<file path="config.mk">
export PLATFORM = sky130hd
export DESIGN_NAME = if_id_hazard_ctrl_flat
export DESIGN_NICKNAME = d
export VERILOG_FILES = /design/src/rtl/if_id_hazard_ctrl_if.sv /design/src/rtl/if_id_hazard_ctrl.sv /design/src/flat_wrapper.sv
export SDC_FILE = /design/constraint.sdc
export NUM_CORES = 1
export LEC_CHECK = 0
export BUFFER_PORTS_ARGS = -buffer_cell sky130_fd_sc_hd__buf_2
export CAP_MARGIN = 20
export CORE_MARGIN = 2
export CORE_UTILIZATION = 45
export CTS_BUF_LIST = sky130_fd_sc_hd__clkbuf_2
export DETAILED_ROUTE_END_ITERATION = 10
export GPL_ROUTABILITY_DRIVEN = 0
export GPL_TIMING_DRIVEN = 0
export PLACE_DENSITY = 0.74
export SLEW_MARGIN = 40
export SYNTH_ARGS = -nofsm -noshare
export SYNTH_HDL_FRONTEND = slang
export SYNTH_SLANG_ARGS = --single-unit
export TNS_END_PERCENT = 30
</file>
<file path="constraint.sdc">
create_clock -name clk -period 3.7 [get_ports clk]
set_input_delay 0.555 -clock clk [delete_from_list [all_inputs] [get_ports clk]]
set_output_delay 0.555 -clock clk [all_outputs]
set_load 0.05 [all_outputs]
</file>
<file path="src/rtl/if_id_hazard_ctrl_if.sv">
// IF/ID hazard controller bus.
// Groups the fetch-side inputs, the ID/EX status inputs and the IF/ID register
// outputs with the stall/flush controls and event counters.
//   master : pipeline side; drives fetch and EX status, observes IF/ID and controls
//   slave  : hazard controller; consumes fetch and EX status, drives IF/ID and controls
interface if_id_hazard_ctrl_if;
    logic        if_valid;
    logic [31:0] if_instr;
    logic [31:0] if_pc;
    logic        ex_valid;
    logic        ex_is_load;
    logic [4:0]  ex_rd;
    logic        ex_redirect;
    logic [31:0] id_instr;
    logic [31:0] id_pc;
    logic        id_valid;
    logic        pc_stall;
    logic        idex_bubble;
    logic [15:0] stall_cnt;
    logic [15:0] flush_cnt;

    modport master (
        output if_valid, if_instr, if_pc, ex_valid, ex_is_load, ex_rd, ex_redirect,
        input  id_instr, id_pc, id_valid, pc_stall, idex_bubble, stall_cnt, flush_cnt
    );

    modport slave (
        input  if_valid, if_instr, if_pc, ex_valid, ex_is_load, ex_rd, ex_redirect,
        output id_instr, id_pc, id_valid, pc_stall, idex_bubble, stall_cnt, flush_cnt
    );
endinterface

</file>
<file path="src/rtl/if_id_hazard_ctrl.sv">
// IF/ID pipeline register with load-use hazard detection and redirect flushing.
// Ports:
//   clk : rising-edge clock
//   rst : asynchronous active-high reset
//   bus : if_id_hazard_ctrl_if.slave
//         in  if_valid/if_instr/if_pc, ex_valid/ex_is_load/ex_rd/ex_redirect
//         out id_valid/id_instr/id_pc (registered), pc_stall/idex_bubble
//             (combinational), stall_cnt/flush_cnt (saturating counters)
// Edge priority: rst, redirect (flush), load-use hazard (hold), normal advance.
module if_id_hazard_ctrl (
    input logic             clk,
    input logic             rst,
    if_id_hazard_ctrl_if.slave bus
);

    localparam logic [31:0] Nop       = 32'h0000_0013;
    localparam logic [6:0]  OpReg     = 7'b0110011;
    localparam logic [6:0]  OpImm     = 7'b0010011;
    localparam logic [6:0]  OpLoad    = 7'b0000011;
    localparam logic [6:0]  OpStore   = 7'b0100011;
    localparam logic [6:0]  OpBranch  = 7'b1100011;
    localparam logic [6:0]  OpJalr    = 7'b1100111;

    logic [31:0] id_instr_q, id_instr_d;
    logic [31:0] id_pc_q, id_pc_d;
    logic        id_valid_q, id_valid_d;
    logic [15:0] stall_cnt_q, stall_cnt_d;
    logic [15:0] flush_cnt_q, flush_cnt_d;

    logic [6:0] opcode;
    logic [4:0] rs1;
    logic [4:0] rs2;
    logic       rs1_used;
    logic       rs2_used;
    logic       hazard;
    logic       redirect;

    assign opcode = id_instr_q[6:0];
    assign rs1    = id_instr_q[19:15];
    assign rs2    = id_instr_q[24:20];

    // Only formats that actually read a source register may raise a hazard, so
    // immediate fields of LUI/AUIPC/JAL that alias rs1/rs2 are ignored.
    always_comb begin
        rs1_used = 1'b0;
        rs2_used = 1'b0;
        unique case (opcode)
            OpReg, OpStore, OpBranch: begin
                rs1_used = 1'b1;
                rs2_used = 1'b1;
            end
            OpImm, OpLoad, OpJalr: rs1_used = 1'b1;
            default: ;
        endcase
    end

    assign hazard = id_valid_q & bus.ex_valid & bus.ex_is_load & (bus.ex_rd != 5'd0) &
                    ((rs1_used & (rs1 == bus.ex_rd)) | (rs2_used & (rs2 == bus.ex_rd)));

    // Redirect is ignored while reset is held so no control leaks out.
    assign redirect = bus.ex_redirect & ~rst;

    assign bus.pc_stall    = hazard & ~redirect;
    assign bus.idex_bubble = hazard | redirect;

    always_comb begin
        id_instr_d  = id_instr_q;
        id_pc_d     = id_pc_q;
        id_valid_d  = id_valid_q;
        stall_cnt_d = stall_cnt_q;
        flush_cnt_d = flush_cnt_q;
        if (redirect) begin
            id_valid_d = 1'b0;
            id_instr_d = Nop;
            id_pc_d    = 32'd0;
            if (flush_cnt_q != 16'hFFFF) flush_cnt_d = flush_cnt_q + 16'd1;
        end else if (hazard) begin
            if (stall_cnt_q != 16'hFFFF) stall_cnt_d = stall_cnt_q + 16'd1;
        end else begin
            id_valid_d = bus.if_valid;
            id_instr_d = bus.if_valid ? bus.if_instr : Nop;
            id_pc_d    = bus.if_pc;
        end
    end

    always_ff @(posedge clk or posedge rst) begin
        if (rst) begin
            id_instr_q  <= Nop;
            id_pc_q     <= 32'd0;
            id_valid_q  <= 1'b0;
            stall_cnt_q <= 16'd0;
            flush_cnt_q <= 16'd0;
        end else begin
            id_instr_q  <= id_instr_d;
            id_pc_q     <= id_pc_d;
            id_valid_q  <= id_valid_d;
            stall_cnt_q <= stall_cnt_d;
            flush_cnt_q <= flush_cnt_d;
        end
    end

    assign bus.id_instr  = id_instr_q;
    assign bus.id_pc     = id_pc_q;
    assign bus.id_valid  = id_valid_q;
    assign bus.stall_cnt = stall_cnt_q;
    assign bus.flush_cnt = flush_cnt_q;

endmodule

</file>
<file path="src/flat_wrapper.sv">
// flat-port wrapper written by rule: the top's interface ports become plain ports
module if_id_hazard_ctrl_flat 
  (clk, rst, bus_if_valid, bus_if_instr, bus_if_pc, bus_ex_valid, bus_ex_is_load, bus_ex_rd, bus_ex_redirect, bus_id_instr, bus_id_pc, bus_id_valid, bus_pc_stall, bus_idex_bubble, bus_stall_cnt, bus_flush_cnt);
  if_id_hazard_ctrl_if bus_i ();
  input logic clk;
  input logic rst;
  input wire logic [$bits(bus_i.if_valid)-1:0] bus_if_valid;
  input wire logic [$bits(bus_i.if_instr)-1:0] bus_if_instr;
  input wire logic [$bits(bus_i.if_pc)-1:0] bus_if_pc;
  input wire logic [$bits(bus_i.ex_valid)-1:0] bus_ex_valid;
  input wire logic [$bits(bus_i.ex_is_load)-1:0] bus_ex_is_load;
  input wire logic [$bits(bus_i.ex_rd)-1:0] bus_ex_rd;
  input wire logic [$bits(bus_i.ex_redirect)-1:0] bus_ex_redirect;
  output wire logic [$bits(bus_i.id_instr)-1:0] bus_id_instr;
  output wire logic [$bits(bus_i.id_pc)-1:0] bus_id_pc;
  output wire logic [$bits(bus_i.id_valid)-1:0] bus_id_valid;
  output wire logic [$bits(bus_i.pc_stall)-1:0] bus_pc_stall;
  output wire logic [$bits(bus_i.idex_bubble)-1:0] bus_idex_bubble;
  output wire logic [$bits(bus_i.stall_cnt)-1:0] bus_stall_cnt;
  output wire logic [$bits(bus_i.flush_cnt)-1:0] bus_flush_cnt;
  assign bus_i.if_valid = bus_if_valid;
  assign bus_i.if_instr = bus_if_instr;
  assign bus_i.if_pc = bus_if_pc;
  assign bus_i.ex_valid = bus_ex_valid;
  assign bus_i.ex_is_load = bus_ex_is_load;
  assign bus_i.ex_rd = bus_ex_rd;
  assign bus_i.ex_redirect = bus_ex_redirect;
  assign bus_id_instr = bus_i.id_instr;
  assign bus_id_pc = bus_i.id_pc;
  assign bus_id_valid = bus_i.id_valid;
  assign bus_pc_stall = bus_i.pc_stall;
  assign bus_idex_bubble = bus_i.idex_bubble;
  assign bus_stall_cnt = bus_i.stall_cnt;
  assign bus_flush_cnt = bus_i.flush_cnt;
  if_id_hazard_ctrl u_core (.clk(clk), .rst(rst), .bus(bus_i));
endmodule
</file>
; Yosys cells after proc, flatten, opt, wreduce, memory -nomap -nowiden
; Index checks and enable logic that the tools add are counted.
[classes]
n_addsub = 2
eq_ne = 11
n_mux = 9
bitwise_logic = 12
reduce_logical = 5
[ops]
columns = op, n
row1 = 32-bit 2-to-1 mux, 5
row2 = "16-bit by 1-bit adder with 16-bit output, second input constant", 2
row3 = "16-bit inequality test, second input constant", 2
row4 = "7-bit by 6-bit == test with 1-bit output, second input constant", 2
row5 = "7-bit == test, second input constant", 2
row6 = 5-bit == test, 2
row7 = 1-bit AND, 8
row8 = "7-bit by 2-bit == test with 1-bit output, second input constant", 1
row9 = "7-bit by 5-bit == test with 1-bit output, second input constant", 1
row10 = 6-bit OR reduction, 1
row11 = 5-bit nonzero test, 1
row12 = 1-bit 2-to-1 mux, 4
row13 = 3-bit AND reduction, 1
row14 = 3-bit OR reduction, 1
row15 = "2-bit inequality test, second input constant", 1
row16 = 1-bit inverter, 2
row17 = 1-bit bitwise OR, 2
row18 = 2-bit AND reduction, 1
[totals]
regBits = 97
input_bits = 75
output_inout_bits = 99
word_cells = 44

; Logic depth before layout (Yosys ltp)
[logic_depth]
word_depth = 8
ltp_mapped = 7

; Worst setup path after synthesis
; No wires, ideal clock.
[synth_path]
kind = register to output
startpoint = register u_core.id_instr_q[6], in the netlist u_core.bus.id_instr[6]
endpoint = output port bus_pc_stall
t_arrival_ps = 2146
t_required_ps = 3145
path_slack_ps = 999
path_stages_with_launch = 6
path_buffers = 0
path_cell_list = dfrtp_1 -> and3b_1 -> o211ai_1 -> o22ai_1 -> nand2_1 -> nor2_1
[synth_via]
elab_chain_len = 7
elab_cells_between_ends = 15
classes_between = 6 x eq/ne / 2 x mux / 5 x bitwise / 2 x reduce/logical
[synth_lines]
columns = element, line_no
row1 = "start, declared", if_id_hazard_ctrl.sv:24  ; logic [31:0] id_instr_q, id_instr_d;
row2 = "start signal, assigned", if_id_hazard_ctrl.sv:88  ; id_instr_q <= Nop;
row3 = "start signal, assigned", if_id_hazard_ctrl.sv:94  ; id_instr_q <= id_instr_d;
row4 = 7-bit by 5-bit == test with 1-bit output (tied with other cells), if_id_hazard_ctrl.sv:47  ; unique case (opcode)
row5 = 6-bit OR reduction (no source line) / 3-bit OR reduction (equally long branches), --
row6 = 1-bit 2-to-1 mux, if_id_hazard_ctrl.sv:47
row7 = 1-bit AND, if_id_hazard_ctrl.sv:58  ; ((rs1_used & (rs1 == bus.ex_rd)) | (rs2_used & (rs2 == bus.ex_rd)));
row8 = 1-bit bitwise OR (*), if_id_hazard_ctrl.sv:58
row9 = 1-bit AND (*), if_id_hazard_ctrl.sv:57  ; assign hazard = id_valid_q & bus.ex_valid & bus.ex_is_load & (bus.ex_rd != 5'd0) &
row10 = 1-bit AND (*), if_id_hazard_ctrl.sv:63  ; assign bus.pc_stall = hazard & ~redirect;
row11 = "end, declared", flat_wrapper.sv:17  ; output wire logic [$bits(bus_i.pc_stall)-1:0] bus_pc_stall;
; Mark *: on every way between the ends. The rest lies on a longest branch, timed or not.

; Worst setup path after layout
[layout_path]
startpoint = input port rst
endpoint = output port bus_idex_bubble
[layout_via]
elab_chain_len = 3
[layout_lines]
columns = element, line_no
row1 = "start, declared", flat_wrapper.sv:6  ; input logic rst;
row2 = 1-bit inverter, if_id_hazard_ctrl.sv:61  ; assign redirect = bus.ex_redirect & ~rst;
row3 = 1-bit AND, if_id_hazard_ctrl.sv:61
row4 = 1-bit bitwise OR, if_id_hazard_ctrl.sv:64  ; assign bus.idex_bubble = hazard | redirect;
row5 = "end, declared", flat_wrapper.sv:18  ; output wire logic [$bits(bus_i.idex_bubble)-1:0] bus_idex_bubble;
; No other way between the ends.

==> results_dict.tcl <==
set metrics [dict create \
    synth_edf_count 0 \
    finish.net_count 725 \
    drt_iter0_markers 153 \
    h-tree-depth 3 \
    synth_top_area_share_pct 52.1 \
    power_density_nw_per_um2 415 \
    whs_path_depth 2 \
    yosys_warnings 0 \
    cts.sinks 97 \
    final_common_cell "buf_2" \
    viasPerCell 5.64 \
    multi_input_area_um2 1920 \
    grt_pass1_wl_mm 21.0 \
    routed_wl_mm 13.0 \
    final.setup.tns_ns 0 \
    setup_viol 0 \
    use_met3_pct 4.64 \
    firstDrtPassIters 6 \
    hold_viol 0 \
    syn_area_per_cell_um2 9.76 \
    root_buffer "clkbuf_2" \
    r2r_cells 7 \
    final_layout_size_suffix_gt1_share_pct 30.8 \
    worst_slew_pin_slew_ns 0.737 \
    syn_inst 463 \
    dpl.hpwl_mm 9.58 \
    fmax_ghz 0.287 \
    skew_ns 0.0372 \
    initial_core_util_pct 46.2 \
    crit_family "buffers and inverters" \
    die_x_um 104 \
    fin_util_pct 58.5 \
    groute.usage.overall_pct 23.9 \
    io_buffers 172 \
    gr-usage-met1_pct 32.7 \
    io_pins 174 \
    worstSetupPathDepth 8 \
    antenna_found_initial 0 \
    cp-end-kind "output pin" \
    p_leak_nw 2.75 \
    route.detailed.drc 0 \
    fin_crit_ns 3.49 \
    wl_per_cell_um 16.6 \
    synth.largest_area_cell "dfrtp_1" \
    grt.overflow.total 0 \
    use_met2_pct 38.3 \
    ys_async_sr_fraction_pct 100 \
    cts_resized 0 \
    crit_slowest_cell "dlygate4sd3_1" \
    rsz0062_at_grt "no" \
    synth_top_flop_cell "dfrtp_1" \
    max_stage_delay_ns 0.52 \
    hold_ws_ns 0.163 \
    path_cells "dlygate4sd3_1, buf_2, nand2b_1, clkbuf_1, clkbuf_1, buf_1, nand2_1, buf_2" \
    final_cell_mix "buf_2, dfrtp_1, nand3_1" \
    criticalPathCategory "input pin to output pin" \
    clk_path_buf_depth 2 \
    min_period_over_period_pct 94.3 \
    worst-path-max-fanout 10 \
    synthesis.area_um2 4520 \
    fill_cells 905 \
    grt.busiest_layer "met2" \
    crit_start "rst" \
    syn2layout_area_growth_pct 26.5 \
    r2r_start "u_core.bus.id_instr[4]" \
    synth_fp_nets 540 \
    cts.hold.buffers_added 1 \
    antenna_left 0 \
    clkSlewWorstSetupHoldPaths_ns 0.25 \
    post_cts_buffers 0 \
    ir_drop_mv 0.463 \
    worstPathRequired_ns 3.14 \
    maxSlewViolCount 0 \
    status "finished clean" \
    path_buf_inv 6 \
    synth_seq_area_share_pct 53.8 \
    hp-class "input pin to register" \
    grt_start_max_net_pins 61 \
    slew-limit-headroom_pct 50.8 \
    cts_tree "built" \
    core.rowCount 36 \
    diodes 0 \
    die-area_um2 10900 \
    routed-via-count 4428 \
    critPathLaunchType "input pin" \
    ys_top_cells_by_area "dfrtp_1, nand3_1, o21ai_0, nand4_1, a21oi_1" \
    worstSkewPairLatency_ns 0.57 \
    register_area_um2 2430 \
    ys_types 41 \
    ys_ff_latch 97 \
    drv_cap 0 \
    arrival_ns 2.93 \
    hp-start "bus_if_instr[0]" \
    cts_buffers 9 \
    die_h_um 104 \
    core_um2 9770 \
    grt_pass1_vias 4254 \
]
==> cell type report <==
cell class	count	share of cell area, %
clock buffers	11	0.963
multi-input cells	325	33.6
clock inverters	4	1.20
inverters	1	0.197
repair buffers	174	15.7
well taps	133	2.91
plain buffers	40	2.87
flip-flops and latches	97	42.5
==> path summary, 6_finish.rpt <==
check,endpoint,slack (ns)
max in group asynchronous,u_core.bus.id_instr[4],2.60
hold / removal,u_core.bus.id_instr[0],0.16
hold reg to reg,u_core.bus.flush_cnt[13],0.50
min in group asynchronous,u_core.bus.flush_cnt[2],0.49
setup reg to reg,u_core.bus.id_pc[30],1.38
setup / recovery,bus_idex_bubble,0.21
==> Yosys cell counts, types with 2 or more instances <==
| library cell | count |
|---|---|
| a21oi_1 | 36 |
| dfrtp_1 | 94 |
| nor2_1 | 9 |
| clkbuf_1 | 33 |
| buf_2 | 4 |
| and3_1 | 5 |
| nand3_1 | 77 |
| xnor2_1 | 20 |
| nand4b_1 | 3 |
| nand2_1 | 14 |
| dfstp_2 | 3 |
| xor2_1 | 17 |
| nor3_1 | 11 |
| o21ai_0 | 61 |
| nor2b_1 | 2 |
| ha_1 | 2 |
| and4_1 | 6 |
| nor4_1 | 6 |
| o211a_1 | 2 |
| nand4_1 | 37 |
==> routing by layer <==
layer | routed length, um | vias up | share of wire [%]
met3 | 901 | 17 | 6.9
li1 | - | 2062 | -
met5 | 0 | - | 0
met4 | 196 | 0 | 1.5
met1 | 5750 | 2187 | 44
met2 | 6190 | 162 | 47
==> kinds of logic (layout without fill, tap and decap cells) <==
group           after synthesis  count (layout)  synth area share, %
simple gates                175             175                 21.2
compound gates              109             109                 13.0
flops                        97              97                 53.8
buf+inv                      41             230                 3.71
xor+xnor                     37              37                 7.17
fa+ha+maj                     2               2                0.554
mux                           2               2                0.498
==> registers in the layout, indices dropped and copies added (netlist names) <==
signal,cells
u_core.bus.id_instr,32
u_core.bus.id_valid,1
u_core.bus.flush_cnt,16
u_core.bus.id_pc,32
u_core.bus.stall_cnt,16
==> worst register-to-register path, cell delays in order, from the launching register on <==
cell	delay, ns
dfstp_2	0.61
and3b_1	0.17
o211ai_1	0.19
o22a_1	0.29
buf_6	0.17
clkbuf_1	0.45
o21ai_0	0.19
a21oi_1	0.16
==> through the flow <==
stage	instances	instance area, um2	worst slack [ns]	power, mW
after floorplan	463	4520	0.616	1.64
after global placement	768	5550	-0.467	1.81
after detailed placement	769	5580	0.771	1.82
after CTS	785	5710	0.226	2.38
after global routing	785	5710	0.00902	2.48
final	785	5710	0.212	2.37
==> where the power goes <==
part / switching [mW] / internal (mW)
Combinational: 0.440 / 0.154
Clock: 0.344 / 0.223
Sequential: 0.0725 / 1.14
Total: 0.856 / 1.51
(Power assumes the default switching activity.)
